### src/rtl/div_arbiter.sv
// Two-requester round-robin front end for a single shared signed divide unit.
// Owns operand capture, launch, timeout watchdog and result return.
module div_arbiter #(
   parameter int TIMEOUT = 64,
   parameter int W       = 32
) (
   input  logic                clk,
   input  logic                rst,
   input  logic                req0,
   input  logic                req1,
   input  logic signed [W-1:0] a0,
   input  logic signed [W-1:0] b0,
   input  logic signed [W-1:0] a1,
   input  logic signed [W-1:0] b1,
   output logic                gnt0,
   output logic                gnt1,
   output logic                done0,
   output logic                done1,
   output logic signed [W-1:0] q,
   output logic signed [W-1:0] r,
   output logic                err,
   output logic                busy,
   output logic signed [W-1:0] div_A,
   output logic signed [W-1:0] div_B,
   output logic                div_start,
   output logic                div_rst,
   input  logic signed [W-1:0] div_Q,
   input  logic signed [W-1:0] div_R,
   input  logic                div_err,
   input  logic                div_done
);
   localparam int CW = $clog2(TIMEOUT + 1);

   typedef enum logic [1:0] {S_IDLE, S_LAUNCH, S_WAIT, S_RESP} state_t;

   state_t              state_q, state_d;
   logic                owner_q, owner_d;
   logic                last_q, last_d;
   logic [CW-1:0]       cnt_q, cnt_d;
   logic [1:0]          gnt_q, gnt_d;
   logic [1:0]          done_q, done_d;
   logic                start_q, start_d;
   logic                drst_q, drst_d;
   logic                busy_q, busy_d;
   logic                err_q, err_d;
   logic signed [W-1:0] q_q, q_d, r_q, r_d, a_q, a_d, b_q, b_d;

   logic [1:0]          req_m;
   logic                win;
   logic signed [W-1:0] a_sel, b_sel;

   always_ff @(posedge clk) begin
      if (!rst) begin
         state_q <= S_IDLE;
         owner_q <= 1'b0;
         last_q  <= 1'b1;
         cnt_q   <= '0;
         gnt_q   <= '0;
         done_q  <= '0;
         start_q <= 1'b0;
         drst_q  <= 1'b1;
         busy_q  <= 1'b0;
         err_q   <= 1'b0;
         q_q     <= '0;
         r_q     <= '0;
         a_q     <= '0;
         b_q     <= '0;
      end else begin
         state_q <= state_d;
         owner_q <= owner_d;
         last_q  <= last_d;
         cnt_q   <= cnt_d;
         gnt_q   <= gnt_d;
         done_q  <= done_d;
         start_q <= start_d;
         drst_q  <= drst_d;
         busy_q  <= busy_d;
         err_q   <= err_d;
         q_q     <= q_d;
         r_q     <= r_d;
         a_q     <= a_d;
         b_q     <= b_d;
      end
   end

   // A requester whose done pulse is on the bus still has req high this cycle;
   // mask it so it is not granted a second time before it can drop req.
   assign req_m = {req1, req0} & ~done_q;
   assign win   = (req_m == 2'b11) ? ~last_q : req_m[1];
   assign a_sel = win ? a1 : a0;
   assign b_sel = win ? b1 : b0;

   always_comb begin
      state_d = state_q;
      owner_d = owner_q;
      last_d  = last_q;
      cnt_d   = cnt_q;
      gnt_d   = '0;
      done_d  = '0;
      start_d = 1'b0;
      drst_d  = 1'b0;
      err_d   = err_q;
      q_d     = q_q;
      r_d     = r_q;
      a_d     = a_q;
      b_d     = b_q;
      unique case (state_q)
         S_IDLE: begin
            if (|req_m) begin
               owner_d    = win;
               gnt_d[win] = 1'b1;
               a_d        = a_sel;
               b_d        = b_sel;
               if (b_sel == '0) begin
                  q_d     = '0;
                  r_d     = '0;
                  err_d   = 1'b1;
                  state_d = S_RESP;
               end else begin
                  start_d = 1'b1;
                  state_d = S_LAUNCH;
               end
            end
         end
         S_LAUNCH: begin
            cnt_d   = '0;
            state_d = S_WAIT;
         end
         S_WAIT: begin
            // div_done takes priority over a timeout on the same edge
            if (div_done) begin
               q_d     = div_Q;
               r_d     = div_R;
               err_d   = div_err;
               state_d = S_RESP;
            end else if (cnt_q == CW'(TIMEOUT - 1)) begin
               q_d     = '0;
               r_d     = '0;
               err_d   = 1'b1;
               state_d = S_RESP;
            end else begin
               cnt_d = cnt_q + 1'b1;
            end
         end
         S_RESP: begin
            done_d[owner_q] = 1'b1;
            drst_d          = 1'b1;
            last_d          = owner_q;
            state_d         = S_IDLE;
         end
         default: state_d = S_IDLE;
      endcase
      busy_d = (state_d != S_IDLE);
   end

   assign gnt0      = gnt_q[0];
   assign gnt1      = gnt_q[1];
   assign done0     = done_q[0];
   assign done1     = done_q[1];
   assign q         = q_q;
   assign r         = r_q;
   assign err       = err_q;
   assign busy      = busy_q;
   assign div_A     = a_q;
   assign div_B     = b_q;
   assign div_start = start_q;
   assign div_rst   = drst_q;
endmodule

### config.mk
export PLATFORM = sky130hd
export DESIGN_NAME = div_arbiter
export DESIGN_NICKNAME = d
export VERILOG_FILES = /design/src/rtl/div_arbiter.sv
export SDC_FILE = /design/constraint.sdc
export NUM_CORES = 1
export LEC_CHECK = 0
export ABC_AREA = 1
export BUFFER_PORTS_ARGS = -buffer_cell sky130_fd_sc_hd__buf_2
export CAP_MARGIN = 20
export CORE_ASPECT_RATIO = 1.2
export CORE_MARGIN = 2
export CORE_UTILIZATION = 40
export DETAILED_ROUTE_END_ITERATION = 10
export GPL_ROUTABILITY_DRIVEN = 1
export PLACE_DENSITY = 0.74
export SLEW_MARGIN = 10
export SYNTH_ARGS = -nofsm -noshare
export SYNTH_HDL_FRONTEND = slang
export SYNTH_SLANG_ARGS = --single-unit
export TNS_END_PERCENT = 5
### constraint.sdc
create_clock -name clk -period 2.45 [get_ports clk]
set_clock_uncertainty 0.2 [all_clocks]
set_input_delay 0.245 -clock clk [delete_from_list [all_inputs] [get_ports clk]]
set_output_delay 0.245 -clock clk [all_outputs]
set_load 0.01 [all_outputs]
==> results of run 1 <==
-- worst max-delay path, stage by stage (launching register included) --
cell	delay, ns
dfxtp_2	0.33
nor2_4	0.10
buf_12	0.14
nand2_8	0.09
buf_8	0.16
o21ai_2	0.14
nand2_1	0.07
nor2_1	0.13
nand2_2	0.08
nor2_4	0.13
nand2_2	0.09
nand2_4	0.16
nand2_8	0.10
clkbuf_16	0.18
nand2_1	0.07
nand2_1	0.07
nor2_1	0.13
-- cell usage after synthesis --
cell type / number
nand2_2: 2
buf_2: 11
a21oi_1: 75
o21bai_1: 2
dfxtp_1: 147
inv_1: 78
nor3_1: 1
o21ai_0: 66
o21ai_1: 4
o22ai_1: 1
nor2_4: 1
o31ai_1: 1
nand3b_1: 27
xor2_1: 2
inv_2: 2
clkbuf_1: 38
a31oi_1: 32
nor3b_1: 2
ha_1: 1
buf_4: 8
nand4_1: 1
buf_6: 2
nand2_4: 1
nand3_1: 42
buf_1: 14
nor2_1: 151
nand2_1: 315
a211oi_1: 1
-- cell type report --
type	count	share of cell area
timing repair buffer	527	0.3355
clock inverter	10	0.01320
clock buffer	21	0.04083
sequential	147	0.2613
inverter	80	0.02663
antenna	1	0.0002219
multi-input combinational	728	0.2984
tap	216	0.02396
-- routing by layer --
layer  vias up  GRT usage
met2       446     0.4561
li1       4214          -
met3        70    0.06366
met1      3847     0.2909
met5         -          0
met4         0     0.1293
-- placed cells by master (no fill, tap or decap), drive strengths merged, types with 3 or more instances in the layout --
cell         instances
buf                387
nand2              318
nor2               152
dfxtp              147
dlygate4sd3        132
inv                 82
a21oi               75
o21ai               70
nand3               42
a31oi               32
clkbuf              29
nand3b              27
clkinv               3
bufinv               3
-- through the flow --
step | cell area (µm²) | setup slack [ns]
after floorplan | 6792 | 0.1947
after global placement | 8806 | -0.02709
after detailed placement | 8806 | -0.09182
after CTS | 10790 | -0.01997
after global routing | 11280 | -0.1179
final | 11280 | -0.002221
-- cells by family after synthesis --
group	after synthesis
compound gates	182
flops	147
buf+inv	153
simple gates	543
fa+ha+maj	1
xor+xnor	2
-- path summary, 6_finish.rpt --
path                            cells past startpoint  slack (ns)                  from                     end
worst min-delay path                                5        0.02                b0[30]  div_B[30]$_SDFFE_PN0P_
worst max-delay path                               16      -0.002  done_q[1]$_SDFF_PN0_      q[21]$_SDFFE_PN0P_
worst max register to register                     16      -0.002  done_q[1]$_SDFF_PN0_      q[21]$_SDFFE_PN0P_
worst min register to register                      1        0.23  owner_q$_SDFFE_PN0P_    done_q[0]$_SDFF_PN0_
-- sequential cells by signal, summed over array words and instances, names as in the netlist --
name	count
last_q	1
div_start	1
div_A	32
gnt_q	2
cnt_q	7
q	32
state_q	2
err	1
div_B	32
r	32
owner_q	1
div_rst	1
done_q	2
busy	1
-- repair_timing --
action | CTS | global route
endpoints found under the hold margin | 101 | 0
pin swaps | 1 | 27
buffers inserted | 0 | 8
gates resized for setup | 5 | 55
hold buffers | 132 | 0
gates cloned | 1 | 11
setup endpoints to repair | 59 | 97
-- power by group through the flow --
stage                     sequential (mW)  clock [mW]  combinational [mW]
after floorplan                      2.87           0               0.690
after global placement               2.77           0                1.41
after detailed placement             2.78           0                1.42
after CTS                            2.73        2.73                1.66
after global routing                 2.76        2.84                2.03
final                                2.74        2.70                1.87
==> flow_summary_export.csv, run 1 <==
group,metric,value,unit
synth,synth_area_per_cell,6.607,µm²
clock_tree,htree_levels,4,
drt,drt_first_pass_iters,5,
synth,synth_top_area_share,0.4333,
setup_path,worst_setup_path_start_kind,"flip-flop",
synth,synth_top_family_by_area,"simple AND/OR/NAND/NOR gates",
power,p_leak,5.838,nW
synth,syn_nets,1227,
drt,wl_met2,12990,µm
layout,fillers,1298,
power,power_switching,2.163,mW
outcome,violations,"negative setup slack",
sta,finalSetupTns,-0.002221,ns
drt,first_iter_violations,468,
setup_path,crit_path_end_kind,"flip-flop",
layout,drive_gt1_frac,0.3087,
drt,drc,0,
drt,top_layer_used,"met4",
floorplanning,dieWidth,123.0,µm
synth,synth_seq_cells,147,
floorplanning,initial_core_util,0.4062,
synth,synthSimpleGateAreaFrac,0.3274,
synth,ys_types,28,
drt,wl_met1,10040,µm
floorplanning,num_rows,52,
sta,final.period_utilization,1.001,
setup_path,critPathArrivalTime,2.60,ns
global_route,grtUsageTotal,0.2610,
clock_tree,path_clk_slew,0.06,ns
drt,vias,8577,
floorplanning,io_pins,334,
clock_tree,cts-buffers-inserted,17,
global_route,antenna_found_initial,1,
sta,fin_crit,2.452,ns
sta,setup_viol,1,
layout,area_growth,66.06,%
outcome,status,"finished, violations left",
power,swShare,0.2962,
sta,max_freq,0.4078,GHz
layout,multi_input_area,3366,µm²
floorplanning,dieArea,18040,µm²
synth,ys_seq_area_frac,0.4333,
sta,holdWs,0.01531,ns
global_route,grt_pass1_wl,37340,µm
global_route,grt_max_degree,131,
clock_tree,cts_tree,"yes",
place,dpl.hpwl,15280,µm
clock_tree,clockBufferDepth,2,
drt,wire_per_inst,15.14,µm
sta,finalHoldViolations,0,
drt,viasPerCell,4.958,
synth,yosys-mux-area-fraction,0,
clock_tree,cts_root_buffer,"clkbuf_16",
power,comb_power_share,0.256,
layout,fin_util,0.6745,
global_route,grt_pass1_vias,7779,
layout,nets,1700,
drt,met3WireLength,2094,µm
place,gp_congestion,0.8554,
global_route,grt_overflow,0,
layout,final_cell_count_no_fill,1730,
drt,final_antenna_net_count,0,
power,ir_drop,0.4268,mV
clock_tree,cts.sink_count,147,
synth,ys_top_cells_by_area,"dfxtp_1, nand2_1, nor2_1",
power,clock_power_share,0.369,
synth,synth.largest_area_cell,"dfxtp_1",
power,p_int,5.138,mW
sta,rsz0062_at_grt,"yes",
drt,wl,26190,µm
power,power_density,647.3,nW/µm²
sta,drv_slew,0,
worst_hold_path,hp-class,"primary input to flip-flop",
sta,worst_slew_pin_slew,0.4018,ns
place,dpl.cell_count,1547,
sta,worst_slack,-0.002221,ns
synth,syn_area,6792,µm²
floorplanning,core-area,16720,µm²
setup_path,path_class,"flip-flop to flip-flop",
flow_run,cap_viol_max_count,0,
layout,final-seq-area,2947,µm²
synth,synth_fa_ha_area_frac,0.001842,
synth,synth_xor_area_frac,0.002579,
clock_tree,clock_latency,0.41,ns
synth,yosysWarnings,0,
power,design_power_total,7.301,mW
place,port_buffers,333,
power,p_seq_frac,0.375,
floorplanning,die_y,146.7,µm
setup_path,worstPathRequired,2.60,ns
synth,syn_inst,1028,
synth,synth_compound_area_frac,0.1417,
setup_path,crit_path_max_fanout,14,
sta,relSlewSlack,0.7321,
Note: power is estimated with default switching activity, not from simulation.
==> run 2: changes to the inputs <==
clock period = 2.5 ns   (was 2.45 ns; I/O delays follow)
==> flow_summary_export.csv, run 2 (synthesis results as in run 1) <==
group,metric,value,unit
sta,max_freq,0.4096,GHz
drt,first_iter_violations,568,
global_route,grt_overflow,0,
global_route,antenna_found_initial,0,
layout,post-route-cell-area,11110,µm²
power,p_leak,5.803,nW
outcome,status,"complete, no violations",
global_route,grt_pass1_vias,8091,
setup_path,crit_top_cell,"nand2_1",
place,port_buffers,333,
setup_path,crit_path_end_kind,"flip-flop",
setup_path,worstPathRequired,2.62,ns
power,power_density,647.8,nW/µm²
setup_path,path_class,"flip-flop to flip-flop",
global_route,grt_pass1_wl,38990,µm
floorplanning,num_rows,52,
drt,wire_per_inst,15.22,µm
layout,drive_gt1_frac,0.2929,
worst_hold_path,holdPathEnd,"div_B[20]$_SDFFE_PN0P_",
clock_tree,cts_tree,"yes",
worst_hold_path,whs_path_depth,5,
floorplanning,io_pins,334,
setup_path,critical_path.cell_chain,"nor2_4, nand2_8, clkbuf_16, o21ai_2, nand2_1, nor2_1, nand2_1, nor2_4, nand2_4, nand2_8, buf_12, clkbuf_16, nand3_1, nand2_1, nor2_1",
sta,worst_slack,0.05882,ns
setup_path,worst_setup_path_start_kind,"flip-flop",
sta,relSlewSlack,0.7348,
layout,final_cell_count_no_fill,1725,
layout,final_common_cell,"buf_2",
clock_tree,htree_levels,4,
setup_path,rr_startpoint,"done_q[1]$_SDFF_PN0_",
clock_tree,clockBufferDepth,2,
sta,fin_crit,2.441,ns
place,dpl.hpwl,15200,µm
setup_path,r2r-end,"r[9]$_SDFFE_PN0P_",
layout,nets,1695,
place,gp_congestion,0.8364,
setup_path,critPathMaxStageDelay,0.34,ns
place,dpl.cell_count,1549,
sta,final.period_utilization,0.9765,
setup_path,rrSetupSlack,0.06,ns
setup_path,critPathArrivalTime,2.56,ns
worst_hold_path,hp-class,"primary input to flip-flop",
layout,final_cell_mix,"buf_2, nand2_1, nor2_1, dfxtp_1, dlygate4sd3_1",
clock_tree,cts.sink_count,147,
setup_path,slowest_stage,"dfxtp_2",
sta,setup_viol,0,
drt,drc,0,
layout,diodes,0,
drt,viasPerCell,4.989,
layout,area_growth,63.58,%
sta,worst_slew_pin_slew,0.3977,ns
floorplanning,die_y,146.7,µm
floorplanning,initial_core_util,0.4062,
clock_tree,cts-buffers-inserted,17,
clock_tree,path_clk_slew,0.07,ns
place,place_area,8833,µm²
global_route,grtUsageTotal,0.2697,
setup_path,crit_path_max_fanout,13,
floorplanning,dieArea,18040,µm²
flow_run,cap_viol_max_count,0,
sta,rsz0062_at_grt,"yes",
floorplanning,core-area,16720,µm²
worst_hold_path,hp-start,"b0[20]",
clock_tree,cts_root_buffer,"clkbuf_16",
place,dpl_worst_slack,-0.04690,ns
global_route,grt_max_degree,102,
setup_path,reg2regPathDepth,15,
clock_tree,clock_latency,0.42,ns
drt,vias,8606,
drt,drt_first_pass_iters,7,
floorplanning,dieWidth,123.0,µm
layout,fin_util,0.6644,
sta,finalHoldViolations,0,
drt,final_antenna_net_count,0,
drt,wl,26250,µm
sta,drv_slew,0,
power,ir_drop,0.5067,mV
-- run 2: cell types whose count changed in the layout (fill, tap and decap cells not counted), sizes merged --
cell and change:
clkbuf -7, inv +6, clkinvlp -1, diode -1, buf -1, dlygate4sd3 -1
-- run 2: power by group --
part	total (mW)	leakage, nW	switching (mW)	internal, mW
clock	2.72	0.305	1.11	1.61
combinational	1.80	4.29	0.983	0.814
sequential	2.68	1.21	0.119	2.57
-- run 2: worst max-delay path by stage --
stage	depth (start not counted)	start	slack [ns]	end
6_report	15	done_q[1]$_SDFF_PN0_	0.06	r[9]$_SDFFE_PN0P_
5_1_grt	16	done_q[0]$_SDFF_PN0_	-0.15	q[8]$_SDFFE_PN0P_
4_1_cts	17	done_q[0]$_SDFF_PN0_	0.03	q[20]$_SDFFE_PN0P_
3_3_place_gp	15	req0	-0.02	r[16]$_SDFFE_PN0P_
3_5_place_dp	15	req0	-0.05	q[11]$_SDFFE_PN0P_
2_1_floorplan	17	done_q[0]$_SDFF_PN0_	0.24	q[20]$_SDFFE_PN0P_
-- run 2: critical path, delay by kind of cell (launching register included) --
kind | cells | cell delay, ns
simple gates | 11 | 1.18
buf+inv | 3 | 0.46
flops | 1 | 0.34
compound gates | 1 | 0.14
-- run 2: repair_timing --
action | CTS | global route
cloned | 0 | 8
pin swaps | 0 | 9
resized for setup | 3 | 29
hold endpoints to repair | 99 | 0
buffers inserted | 0 | 5
setup endpoints to repair | 59 | 97
hold buffers | 131 | 0
-- run 2: stage by stage --
| stage | total power [mW] | setup TNS, ns | hold slack, ns |
|---|---|---|---|
| finish | 7.197 | 0 | 0.01356 |
| global route | 7.523 | -4.527 | 0.02192 |
| CTS | 7.060 | 0 | 0.001617 |
| detailed placement | 4.130 | -1.368 | 0.2334 |
| global placement | 4.112 | -0.4582 | 0.2360 |
| floorplan | 3.492 | 0 | 0.2101 |
-- run 2: final cells by class --
class / instances / area, µm²
clock inverter: 15 / 193.9
sequential: 147 / 2944
clock buffer: 17 / 425.4
fill: 1325 / 5612
timing repair buffer: 522 / 3652
tap: 216 / 270.3
inverter: 80 / 300.3
multi-input combinational: 728 / 3323
-- run 2: layer usage --
metal,global-route usage,part of all wire
met3,0.07648,0.092
met1,0.2995,0.38
met2,0.4671,0.49
met5,0,0
met4,0.1287,0.037
